File: src/rtl/ethernet_ipv4_tx_framer.sv
// Ethernet/IPv4 transmit framer: Eth header, IPv4 header with checksum, payload, zero pad, CRC-32 FCS.
// Latency: first header byte offered the cycle after metadata accept; payload bytes pass through combinationally.
// Backpressure: every output beat stalls on m_axis_tready; in S_PAY upstream sees m_axis_tready directly.
module ethernet_ipv4_tx_framer #(
   parameter int          DATA_WIDTH  = 8,
   parameter logic [7:0]  TTL         = 8'd64,
   parameter logic [15:0] MAX_PAYLOAD = 16'd1480,
   parameter bit          PAD_EN      = 1'b1
) (
   input  logic                  clk,
   input  logic                  rst_n,
   input  logic                  meta_valid,
   output logic                  meta_ready,
   input  logic [47:0]           meta_dst_mac,
   input  logic [47:0]           meta_src_mac,
   input  logic [31:0]           meta_src_ip,
   input  logic [31:0]           meta_dst_ip,
   input  logic [7:0]            meta_protocol,
   input  logic [15:0]           meta_payload_len,
   input  logic [DATA_WIDTH-1:0] s_axis_tdata,
   input  logic                  s_axis_tvalid,
   output logic                  s_axis_tready,
   input  logic                  s_axis_tlast,
   output logic [DATA_WIDTH-1:0] m_axis_tdata,
   output logic                  m_axis_tvalid,
   input  logic                  m_axis_tready,
   output logic                  m_axis_tlast,
   output logic                  err_len
);

   typedef enum logic [2:0] {S_IDLE, S_ETH, S_IP, S_PAY, S_PAD, S_FCS, S_DRAIN} state_t;

   state_t      state_q, state_d, after_pay;
   logic [15:0] cnt_q, cnt_d;
   logic [47:0] dst_mac_q, dst_mac_d, src_mac_q, src_mac_d;
   logic [31:0] src_ip_q, src_ip_d, dst_ip_q, dst_ip_d;
   logic [7:0]  proto_q, proto_d;
   logic [15:0] len_q, len_d, id_q, id_d, csum_q, csum_d;
   logic [31:0] crc_q, crc_d;
   logic        short_q, short_d, drain_q, drain_d, err_q, err_d;

   logic [15:0] total_len, csum_calc, fold2;
   logic [19:0] hsum;
   logic [16:0] fold1;
   logic [7:0]  eth_b [14];
   logic [7:0]  ip_b  [20];
   logic [7:0]  out_byte;
   logic        out_vld, out_last, beat, drain_fire, err_ev, pad_needed;

   // One byte of the reflected CRC-32 (poly EDB88320), LSB of the byte first.
   function automatic logic [31:0] crc_byte(input logic [31:0] c, input logic [7:0] d);
      logic [31:0] r;
      r = c ^ {24'd0, d};
      for (int i = 0; i < 8; i++) begin
         r = r[0] ? ((r >> 1) ^ 32'hEDB8_8320) : (r >> 1);
      end
      return r;
   endfunction

   // Header checksum: 20-bit sum of the ten header words, folded twice (second fold cannot carry).
   always_comb begin
      total_len = 16'd20 + len_q;
      hsum = 20'h04500 + {4'd0, total_len} + {4'd0, id_q} + 20'h04000 + {4'd0, TTL, proto_q}
           + {4'd0, src_ip_q[31:16]} + {4'd0, src_ip_q[15:0]}
           + {4'd0, dst_ip_q[31:16]} + {4'd0, dst_ip_q[15:0]};
      fold1 = {1'b0, hsum[15:0]} + {13'd0, hsum[19:16]};
      fold2 = fold1[15:0] + {15'd0, fold1[16]};
      csum_calc = ~fold2;
   end

   // Header byte tables, indexed by the per-state byte counter.
   always_comb begin
      for (int i = 0; i < 6; i++) begin
         eth_b[i]     = dst_mac_q[8*(5-i) +: 8];
         eth_b[i + 6] = src_mac_q[8*(5-i) +: 8];
      end
      eth_b[12] = 8'h08;
      eth_b[13] = 8'h00;
      ip_b[0]  = 8'h45;            ip_b[1]  = 8'h00;
      ip_b[2]  = total_len[15:8];  ip_b[3]  = total_len[7:0];
      ip_b[4]  = id_q[15:8];       ip_b[5]  = id_q[7:0];
      ip_b[6]  = 8'h40;            ip_b[7]  = 8'h00;
      ip_b[8]  = TTL;              ip_b[9]  = proto_q;
      ip_b[10] = csum_q[15:8];     ip_b[11] = csum_q[7:0];
      for (int i = 0; i < 4; i++) begin
         ip_b[12 + i] = src_ip_q[8*(3-i) +: 8];
         ip_b[16 + i] = dst_ip_q[8*(3-i) +: 8];
      end
   end

   // Output beat mux: constant-driven beats in header/pad/FCS, pass-through or zero fill in payload.
   always_comb begin
      out_vld  = 1'b0;
      out_byte = 8'h00;
      out_last = 1'b0;
      case (state_q)
         S_ETH: begin out_vld = 1'b1; out_byte = eth_b[cnt_q[3:0]]; end
         S_IP:  begin out_vld = 1'b1; out_byte = ip_b[cnt_q[4:0]]; end
         S_PAY: begin
            out_vld  = short_q ? 1'b1 : s_axis_tvalid;
            out_byte = short_q ? 8'h00 : s_axis_tdata;
         end
         S_PAD: out_vld = 1'b1;
         S_FCS: begin
            out_vld  = 1'b1;
            out_byte = ~crc_q[{cnt_q[1:0], 3'b000} +: 8];
            out_last = (cnt_q[1:0] == 2'd3);
         end
         default: ;
      endcase
   end

   assign m_axis_tvalid = out_vld;
   assign m_axis_tdata  = out_byte;
   assign m_axis_tlast  = out_last;
   assign meta_ready    = (state_q == S_IDLE);
   // Payload is taken only while live in S_PAY; upstream bytes beyond the frame are discarded while draining.
   assign s_axis_tready = (state_q == S_PAY) ? (m_axis_tready && !short_q)
                                             : (drain_q || state_q == S_DRAIN);
   assign beat          = out_vld && m_axis_tready;
   assign drain_fire    = s_axis_tvalid && s_axis_tready && s_axis_tlast
                          && (drain_q || state_q == S_DRAIN);
   assign pad_needed    = PAD_EN && (len_q < 16'd26);
   assign after_pay     = pad_needed ? S_PAD : S_FCS;
   assign err_len       = err_q | err_ev;

   // Next-state, counters, CRC and error events.
   always_comb begin
      state_d   = state_q;
      cnt_d     = cnt_q;
      dst_mac_d = dst_mac_q;
      src_mac_d = src_mac_q;
      src_ip_d  = src_ip_q;
      dst_ip_d  = dst_ip_q;
      proto_d   = proto_q;
      len_d     = len_q;
      id_d      = id_q;
      csum_d    = csum_q;
      crc_d     = crc_q;
      short_d   = short_q;
      drain_d   = drain_q;
      err_d     = 1'b0;
      err_ev    = 1'b0;
      if (drain_fire) begin
         drain_d = 1'b0;
         err_ev  = drain_q;
      end
      case (state_q)
         S_IDLE: begin
            crc_d   = 32'hFFFF_FFFF;
            cnt_d   = 16'd0;
            short_d = 1'b0;
            if (meta_valid) begin
               dst_mac_d = meta_dst_mac;
               src_mac_d = meta_src_mac;
               src_ip_d  = meta_src_ip;
               dst_ip_d  = meta_dst_ip;
               proto_d   = meta_protocol;
               len_d     = meta_payload_len;
               if (meta_payload_len > MAX_PAYLOAD) begin
                  state_d = S_DRAIN;
                  err_d   = 1'b1;
               end else begin
                  state_d = S_ETH;
               end
            end
         end
         S_ETH: begin
            csum_d = csum_calc;
            if (beat) begin
               crc_d = crc_byte(crc_q, out_byte);
               cnt_d = cnt_q + 16'd1;
               if (cnt_q == 16'd13) begin
                  cnt_d   = 16'd0;
                  state_d = S_IP;
               end
            end
         end
         S_IP: begin
            if (beat) begin
               crc_d = crc_byte(crc_q, out_byte);
               cnt_d = cnt_q + 16'd1;
               if (cnt_q == 16'd19) begin
                  cnt_d   = 16'd0;
                  state_d = (len_q == 16'd0) ? after_pay : S_PAY;
               end
            end
         end
         S_PAY: begin
            if (beat) begin
               crc_d = crc_byte(crc_q, out_byte);
               cnt_d = cnt_q + 16'd1;
               if (!short_q && s_axis_tlast && cnt_q != len_q - 16'd1) begin
                  short_d = 1'b1;
                  err_ev  = 1'b1;
               end
               if (cnt_q == len_q - 16'd1) begin
                  drain_d = !short_q && !s_axis_tlast;
                  cnt_d   = 16'd0;
                  state_d = after_pay;
               end
            end
         end
         S_PAD: begin
            if (beat) begin
               crc_d = crc_byte(crc_q, out_byte);
               cnt_d = cnt_q + 16'd1;
               if (cnt_q == 16'd25 - len_q) begin
                  cnt_d   = 16'd0;
                  state_d = S_FCS;
               end
            end
         end
         S_FCS: begin
            if (beat) begin
               cnt_d = cnt_q + 16'd1;
               if (cnt_q == 16'd3) begin
                  cnt_d   = 16'd0;
                  id_d    = id_q + 16'd1;
                  state_d = (drain_q && !drain_fire) ? S_DRAIN : S_IDLE;
               end
            end
         end
         S_DRAIN: begin
            if (drain_fire) state_d = S_IDLE;
         end
         default: state_d = S_IDLE;
      endcase
   end

   // State registers; async reset abandons any frame in flight.
   always_ff @(posedge clk or negedge rst_n) begin
      if (!rst_n) begin
         state_q   <= S_IDLE;
         cnt_q     <= 16'd0;
         dst_mac_q <= 48'd0;
         src_mac_q <= 48'd0;
         src_ip_q  <= 32'd0;
         dst_ip_q  <= 32'd0;
         proto_q   <= 8'd0;
         len_q     <= 16'd0;
         id_q      <= 16'd0;
         csum_q    <= 16'd0;
         crc_q     <= 32'hFFFF_FFFF;
         short_q   <= 1'b0;
         drain_q   <= 1'b0;
         err_q     <= 1'b0;
      end else begin
         state_q   <= state_d;
         cnt_q     <= cnt_d;
         dst_mac_q <= dst_mac_d;
         src_mac_q <= src_mac_d;
         src_ip_q  <= src_ip_d;
         dst_ip_q  <= dst_ip_d;
         proto_q   <= proto_d;
         len_q     <= len_d;
         id_q      <= id_d;
         csum_q    <= csum_d;
         crc_q     <= crc_d;
         short_q   <= short_d;
         drain_q   <= drain_d;
         err_q     <= err_d;
      end
   end

endmodule

File: config.mk
export PLATFORM = sky130hd
export DESIGN_NAME = ethernet_ipv4_tx_framer
export DESIGN_NICKNAME = d
export VERILOG_FILES = /design/src/rtl/ethernet_ipv4_tx_framer.sv
export SDC_FILE = /design/constraint.sdc
export NUM_CORES = 1
export LEC_CHECK = 0
export ABC_AREA = 1
export BUFFER_PORTS_ARGS = -buffer_cell sky130_fd_sc_hd__buf_2
export CELL_PAD_IN_SITES_DETAIL_PLACEMENT = 1
export CELL_PAD_IN_SITES_GLOBAL_PLACEMENT = 1
export CORE_AREA = 2 2 210 212
export CTS_BUF_LIST = sky130_fd_sc_hd__clkbuf_8
export CTS_CLUSTER_DIAMETER = 40
export DETAILED_ROUTE_END_ITERATION = 7
export DIE_AREA = 0 0 212 214
export GPL_TIMING_DRIVEN = 0
export PLACE_DENSITY = 0.81
export SYNTH_ARGS = -nofsm -noshare
export SYNTH_HDL_FRONTEND = slang
export SYNTH_SLANG_ARGS = --single-unit
File: constraint.sdc
create_clock -name clk -period 10.7 [get_ports clk]
set_clock_uncertainty 0.2 [all_clocks]
set_input_delay 2.14 -clock clk [delete_from_list [all_inputs] [get_ports clk]]
set_output_delay 2.14 -clock clk [all_outputs]
set_load 0.02 [all_outputs]
==> qor.csv, run 1 <==
stage,metric,value,unit
sta,RSZ-0062 raised after global routing,no,
worst_setup_path,path type of the worst setup path,flip-flop to flip-flop,
min_path,Hold Crit Start,src_mac_q[39]$_DFFE_PN0P_,
floorplan,core area,42900,um2
clock_network,Longest Clk Path Bufs,3,
place,I/O Buffers,210,
place,DP HPWL,63300,um
floorplan,chip width,212,um
routing,vias per cell,5.65,
routing,Detail Route Antenna Nets,0,
clock_network,CTS H-tree depth,2,
routing,Total Routed Length,82500,um
final_layout,NumNets Final,3161,
synth,top-area cell type share of the netlist area,30.4,%
worst_setup_path,Worst R2R End,csum_q[12]$_DFFE_PN0P_,
worst_setup_path,RR Startpoint,len_q[8]$_DFFE_PN0P_,
routing,DR pass1 iterations,6,
grt,GRT Overall Usage,36.4,%
sta,Slew @ Worst Pin,1.11,ns
floorplan,initial core utilization,45.7,%
floorplan,row count,76,
synth,number of flops mapped to enable cells by yosys,0,
sta,Final Max Tran Viols,0,
synth,ys async rst share,100,%
clock_network,clk sinks,270,
min_path,Hold WC Path Type,flip-flop to flip-flop,
sta,setup TNS,0,ns
clock_network,Setup Buffers After CTS,0,
synth,Synthesized Nets,2886,
synth,Syn Inst Count,2571,
synth,biggest area consumer among synthesized cells,dfrtp_1,
status,status,finished clean,
final_layout,"Cell Count, Final, Fillers Out",3480,
worst_setup_path,"Slowest-stage cell, CP",fa_1,
sta,final hold vios,0,
synth,"Seq/Total Area, Yosys",34.7,%
grt,GRT overflow,0,
clock_network,"Hold-fix buffers, CTS",0,
worst_setup_path,Critical Path End Type,flip-flop,
worst_setup_path,crit start category,flip-flop,
final_layout,layout cells sized above 1,19.1,%
clock_network,CTS resizes,0,
sta,fin crit period,9.92,ns
worst_setup_path,CP arrival,10.31,ns
synth,Syn Area/Cell,7.62,um2
clock_network,"Reg clk slew, reported paths",0.06,ns
routing,DR iter-0 viols,1534,
routing,drc violations,0,
worst_setup_path,CP Data Required Time,11.09,ns
worst_setup_path,CP peak stage delay,0.53,ns
clock_network,CTS tree,built,
floorplan,chip height,214,um
sta,max frequency,0.101,GHz
worst_setup_path,reg2reg setup slack,0.78,ns
grt,initial antenna violation count,3,
min_path,hold path cells,1,
floorplan,I/O pin total,211,
worst_setup_path,crit path max fanout,7,
place,Placed Instances,3368,
worst_setup_path,crit path from,len_q[8]$_DFFE_PN0P_,
synth,Mapped Area,19600,um2
grt,largest net degree at the start of global routing,109,
synth,most common cell in the synthesized netlist,nand2_1,
routing,Vias,19700,
floorplan,Die Footprint,45400,um2
clock_network,clock latency on the worst-skew pair,0.71,ns
grt,first-pass GRT wire length,124000,um
synth,Ys Warns,0,
synth,Synth cell types,64,
synth,Synth Flop Type,dfrtp_1,
min_path,Worst Hold Path EP,src_mac_q[39]$_DFFE_PN0P_,
sta,Tcrit/Tclk final,92.7,%
run,Max Cap Viol,0,
worst_setup_path,CP dominant cell by count,inv_1,
grt,vias in the first global route,20800,
place,GPL Wtd Cong,0.981,
final_layout,area grow syn2layout,16.4,%
synth,commonest cells in the netlist,"nand2_1 (623), inv_1 (375), o21ai_0 (265)",
synth,cells taking the most area after synthesis,"dfrtp_1 (30%), nand2_1 (12%), fa_1 (7.3%)",
sta,Max-Slew Margin vs Limit,26.2,%
routing,WL per Instance,23.7,um
clock_network,number of CTS-inserted buffers,61,
worst_setup_path,FF-to-FF path depth,51,
synth,Seq cells post-synth,270,
sta,Setup-failing EPs final,0,
clock_network,root buffer cell,clkbuf_8,
critical path: cells and delay by family (launching register included):
kind	cells	cell delay [ns]
buffers and inverters	10	0.84
DFF	1	0.31
xor gates and xnor gates	1	0.14
and+or+nand+nor	24	3.59
adders and majority gates	8	3.18
AOI/OAI and AO/OA	8	1.54
flip-flops by register name, indices dropped and copies added (netlist names), 8 cells and up:
register and flops:
cnt_q 16, crc_q 32, csum_q 16, dst_ip_q 32, dst_mac_q 48, id_q 16, len_q 16, proto_q 8
src_ip_q 32, src_mac_q 48
layer usage:
layer | vias to the layer above | global-route usage, % | routed length [um]
met2 | 841 | 57.5 | 37800
met4 | 0 | 18.2 | 4350
li1 | 8752 | - | -
met3 | 246 | 6.69 | 6070
met1 | 9835 | 47.9 | 34300
met5 | - | 0 | 0
metrics by stage:
step	hold WS (ns)	instance area, um2	setup WS, ns	utilization [%]
final	0.304	22800	0.784	53.2
after global routing	0.321	22800	0.0260	53.2
after CTS	0.306	22800	0.825	53.2
after detailed placement	0.291	21400	0.878	50.0
after global placement	0.285	21400	1.22	49.9
after floorplan	0.244	19600	2.81	-
cells by family after synthesis:
group,synth area share [%]
AND/OR/NAND/NOR,22.6
buffers and inverters,10.7
AO/OA/AOI/OAI,13.4
flip-flops,34.7
adder cells (fa/ha/maj),10.2
XOR/XNOR,4.99
multiplexers,3.33
cell usage in the layout, fill, tap and decap left out, drive strengths merged, types with 20 or more instances in the layout:
cell type	synthesis	final
xor2	85	85
xnor2	24	24
a21oi	154	154
inv	389	406
nand3	143	143
nand4	26	26
o21ai	289	289
nor3	20	20
clkbuf	39	109
nand2	640	640
buf	67	279
dfrtp	238	238
dfstp	32	32
mux2	57	57
fa	71	71
ha	46	46
nor2	162	162
worst max-delay path by stage:
stage,end,slack (ns)
after floorplan,csum_q[12]$_DFFE_PN0P_,2.81
after global placement,csum_q[12]$_DFFE_PN0P_,1.22
after detailed placement,csum_q[12]$_DFFE_PN0P_,0.88
after CTS,csum_q[12]$_DFFE_PN0P_,0.82
after global routing,csum_q[12]$_DFFE_PN0P_,0.03
final,csum_q[12]$_DFFE_PN0P_,0.78
area by class of cell:
type                            count  area (um2)
Fill cell                        5489       20100
Multi-Input combinational cell   1801       10700
Sequential cell                   270        6800
Inverter                          394        1490
Timing Repair Buffer              212        1120
Clock buffer                       70         963
Tap cell                          585         732
Buffer                            106         617
Clock inverter                     39         399
Antenna cell                        3        7.51
Power of run 1 is not shown: default switching activity piles up to over one toggle a cycle in this logic, so the estimate is an artifact.
==> inputs of run 2 (changes only) <==
--- a/config.mk
+++ b/config.mk
@@ -17,2 +17,3 @@
 export GPL_TIMING_DRIVEN = 0
+export MAX_ROUTING_LAYER = met4
 export PLACE_DENSITY = 0.81
==> constraint.sdc (replaced) <==
create_clock -name clk -period 10.7 [get_ports clk]
set_clock_uncertainty 0.2 [all_clocks]
set_input_delay 1.605 -clock clk [delete_from_list [all_inputs] [get_ports clk]]
set_output_delay 1.605 -clock clk [all_outputs]
set_load 0.02 [all_outputs]
==> run 2 against run 1 <==
Compared with the run above: worst hold slack improved by 0.0031 ns; critical path type unchanged; non-clock buffer count unchanged; global-route usage increased by 1.1 points.
==> qor.csv, run 2 (synthesized netlist as in run 1, its figures left out) <==
stage,metric,value,unit,change
status,status,finished clean,,
sta,Setup-failing EPs final,0,,unchanged
routing,WL per Instance,23.6,um,-0.60%
worst_setup_path,"Slowest-stage cell, CP",fa_1,,
worst_setup_path,crit start category,flip-flop,,
clock_network,clock latency on the worst-skew pair,0.70,ns,about the same
grt,first-pass GRT wire length,124000,um,unchanged
routing,Total Routed Length,81700,um,-0.86%
sta,final hold vios,0,,unchanged
sta,fin crit period,9.71,ns,-0.202 ns
grt,GRT Overall Usage,37.5,%,+1.1 points
sta,Final Max Tran Viols,0,,unchanged
routing,Vias,19500,,-0.69%
floorplan,chip width,212,um,unchanged
grt,initial antenna violation count,3,,unchanged
floorplan,chip height,214,um,unchanged
worst_setup_path,CP arrival,10.09,ns,-0.22 ns
sta,RSZ-0062 raised after global routing,no,,
floorplan,row count,76,,unchanged
run,Max Cap Viol,0,,unchanged
clock_network,CTS H-tree depth,2,,unchanged
worst_setup_path,CP dominant cell by count,inv_1,,
place,I/O Buffers,210,,unchanged
worst_setup_path,path type of the worst setup path,flip-flop to flip-flop,,
clock_network,CTS tree,built,,
worst_setup_path,Critical path buffers and inverters,10,,unchanged
worst_setup_path,crit path max fanout,7,,unchanged
clock_network,"Reg clk slew, reported paths",0.06,ns,about the same
floorplan,I/O pin total,211,,unchanged
sta,Slew @ Worst Pin,1.08,ns,-0.0226 ns
final_layout,"Cell Count, Final, Fillers Out",3471,,-0.26%
place,GPL Wtd Cong,0.954,,-2.7%
final_layout,biggest regs,"dst_mac_q x48, src_mac_q x48",,
final_layout,most frequent cells in the layout,"nand2_1 (623), inv_1 (387), o21ai_0 (264)",,
routing,DR iter-0 viols,1597,,+4.1%
routing,drc violations,0,,unchanged
clock_network,CTS resizes,0,,unchanged
worst_setup_path,CP Data Required Time,11.08,ns,about the same
floorplan,core area,42900,um2,unchanged
clock_network,"Hold-fix buffers, CTS",0,,unchanged
sta,Max-Slew Margin vs Limit,27.7,%,+1.5 points
routing,DR pass1 iterations,5,,-1
place,DP HPWL,63000,um,-0.49%
final_layout,Fillers,5415,,-1.3%
grt,largest net degree at the start of global routing,118,,+8.3%
floorplan,Die Footprint,45400,um2,unchanged
final_layout,post-layout util,53.1,%,-0.076 points
routing,vias per cell,5.63,,-0.43%
routing,Detail Route Antenna Nets,0,,unchanged
sta,Tcrit/Tclk final,90.8,%,-1.9 points
grt,vias in the first global route,20600,,-0.78%
final_layout,layout cells sized above 1,18.9,%,-0.18 points
sta,setup TNS,0,ns,unchanged
clock_network,Setup Buffers After CTS,0,,unchanged
clock_network,clk sinks,270,,unchanged
worst_setup_path,cell family with most CP delay,simple AND/OR/NAND/NOR gates,,
final_layout,"commonest non-fill, non-tap cell in the layout",nand2_1,,
worst_setup_path,Critical Path End Type,flip-flop,,
grt,GRT overflow,0,,unchanged
sta,max frequency,0.103,GHz,+2.1%
worst_setup_path,CP peak stage delay,0.52,ns,about the same
final_layout,NumNets Final,3156,,-0.16%
clock_network,number of CTS-inserted buffers,56,,-8.2%
min_path,Hold WC Path Type,flip-flop to flip-flop,,
floorplan,initial core utilization,45.7,%,unchanged
clock_network,Longest Clk Path Bufs,3,,unchanged
place,Placed Instances,3368,,unchanged
clock_network,root buffer cell,clkbuf_8,,
final_layout,area grow syn2layout,16.3,%,
run 2: layout make-up:
cell class,count,area (um2),area share [%]
Clock inverter,34,422,1.85
Buffer,106,617,2.71
Multi-Input combinational cell,1801,10700,47.0
Tap cell,585,732,3.21
Inverter,394,1490,6.52
Antenna cell,3,7.51,0.0329
Sequential cell,270,6800,29.8
Timing Repair Buffer,212,1120,4.90
Clock buffer,66,908,3.99
run 2: worst reg2reg max path, delay by kind of cell, from the launching register on:
kind	cells	cell delay, ns
compound gates	8	1.41
buf+inv	10	0.84
flops	1	0.32
simple gates	24	3.51
xor+xnor	1	0.13
fa+ha+maj	8	3.17
run 2: path summary, 6_finish.rpt:
kind	start	to	slack [ns]	cells past startpoint
worst max-delay path	len_q[8]$_DFFE_PN0P_	csum_q[12]$_DFFE_PN0P_	0.99	51
worst min-delay path	dst_mac_q[8]$_DFFE_PN0P_	dst_mac_q[8]$_DFFE_PN0P_	0.31	1
worst max register to register	len_q[8]$_DFFE_PN0P_	csum_q[12]$_DFFE_PN0P_	0.99	51
worst min register to register	dst_mac_q[8]$_DFFE_PN0P_	dst_mac_q[8]$_DFFE_PN0P_	0.31	1
max in group asynchronous	rst_n	dst_mac_q[5]$_DFFE_PN0P_	8.71	2
min in group asynchronous	rst_n	len_q[7]$_DFFE_PN0P_	0.61	1
run 2: stage by stage:
stage / hold WS [ns] / cell area, um2 / setup WS [ns]
after floorplan: 0.244 / 19600 / 2.81
after global placement: 0.284 / 21400 / 1.15
after detailed placement: 0.291 / 21400 / 0.872
after CTS: 0.307 / 22800 / 0.819
after global routing: 0.322 / 22800 / 0.0828
final: 0.307 / 22800 / 0.986
run 2: routing by layer:
| metal | routed length (um) | part of all wire, % | vias up | global-route usage, % |
|---|---|---|---|---|
| met5 | 0 | 0 | - | - |
| met4 | 4110 | 5.0 | 0 | 17.5 |
| met3 | 6080 | 7.4 | 224 | 6.14 |
| met2 | 37600 | 46 | 849 | 57.7 |
| met1 | 33900 | 42 | 9737 | 48.5 |
| li1 | - | - | 8729 | - |
Power of run 2 is left out for the same reason.
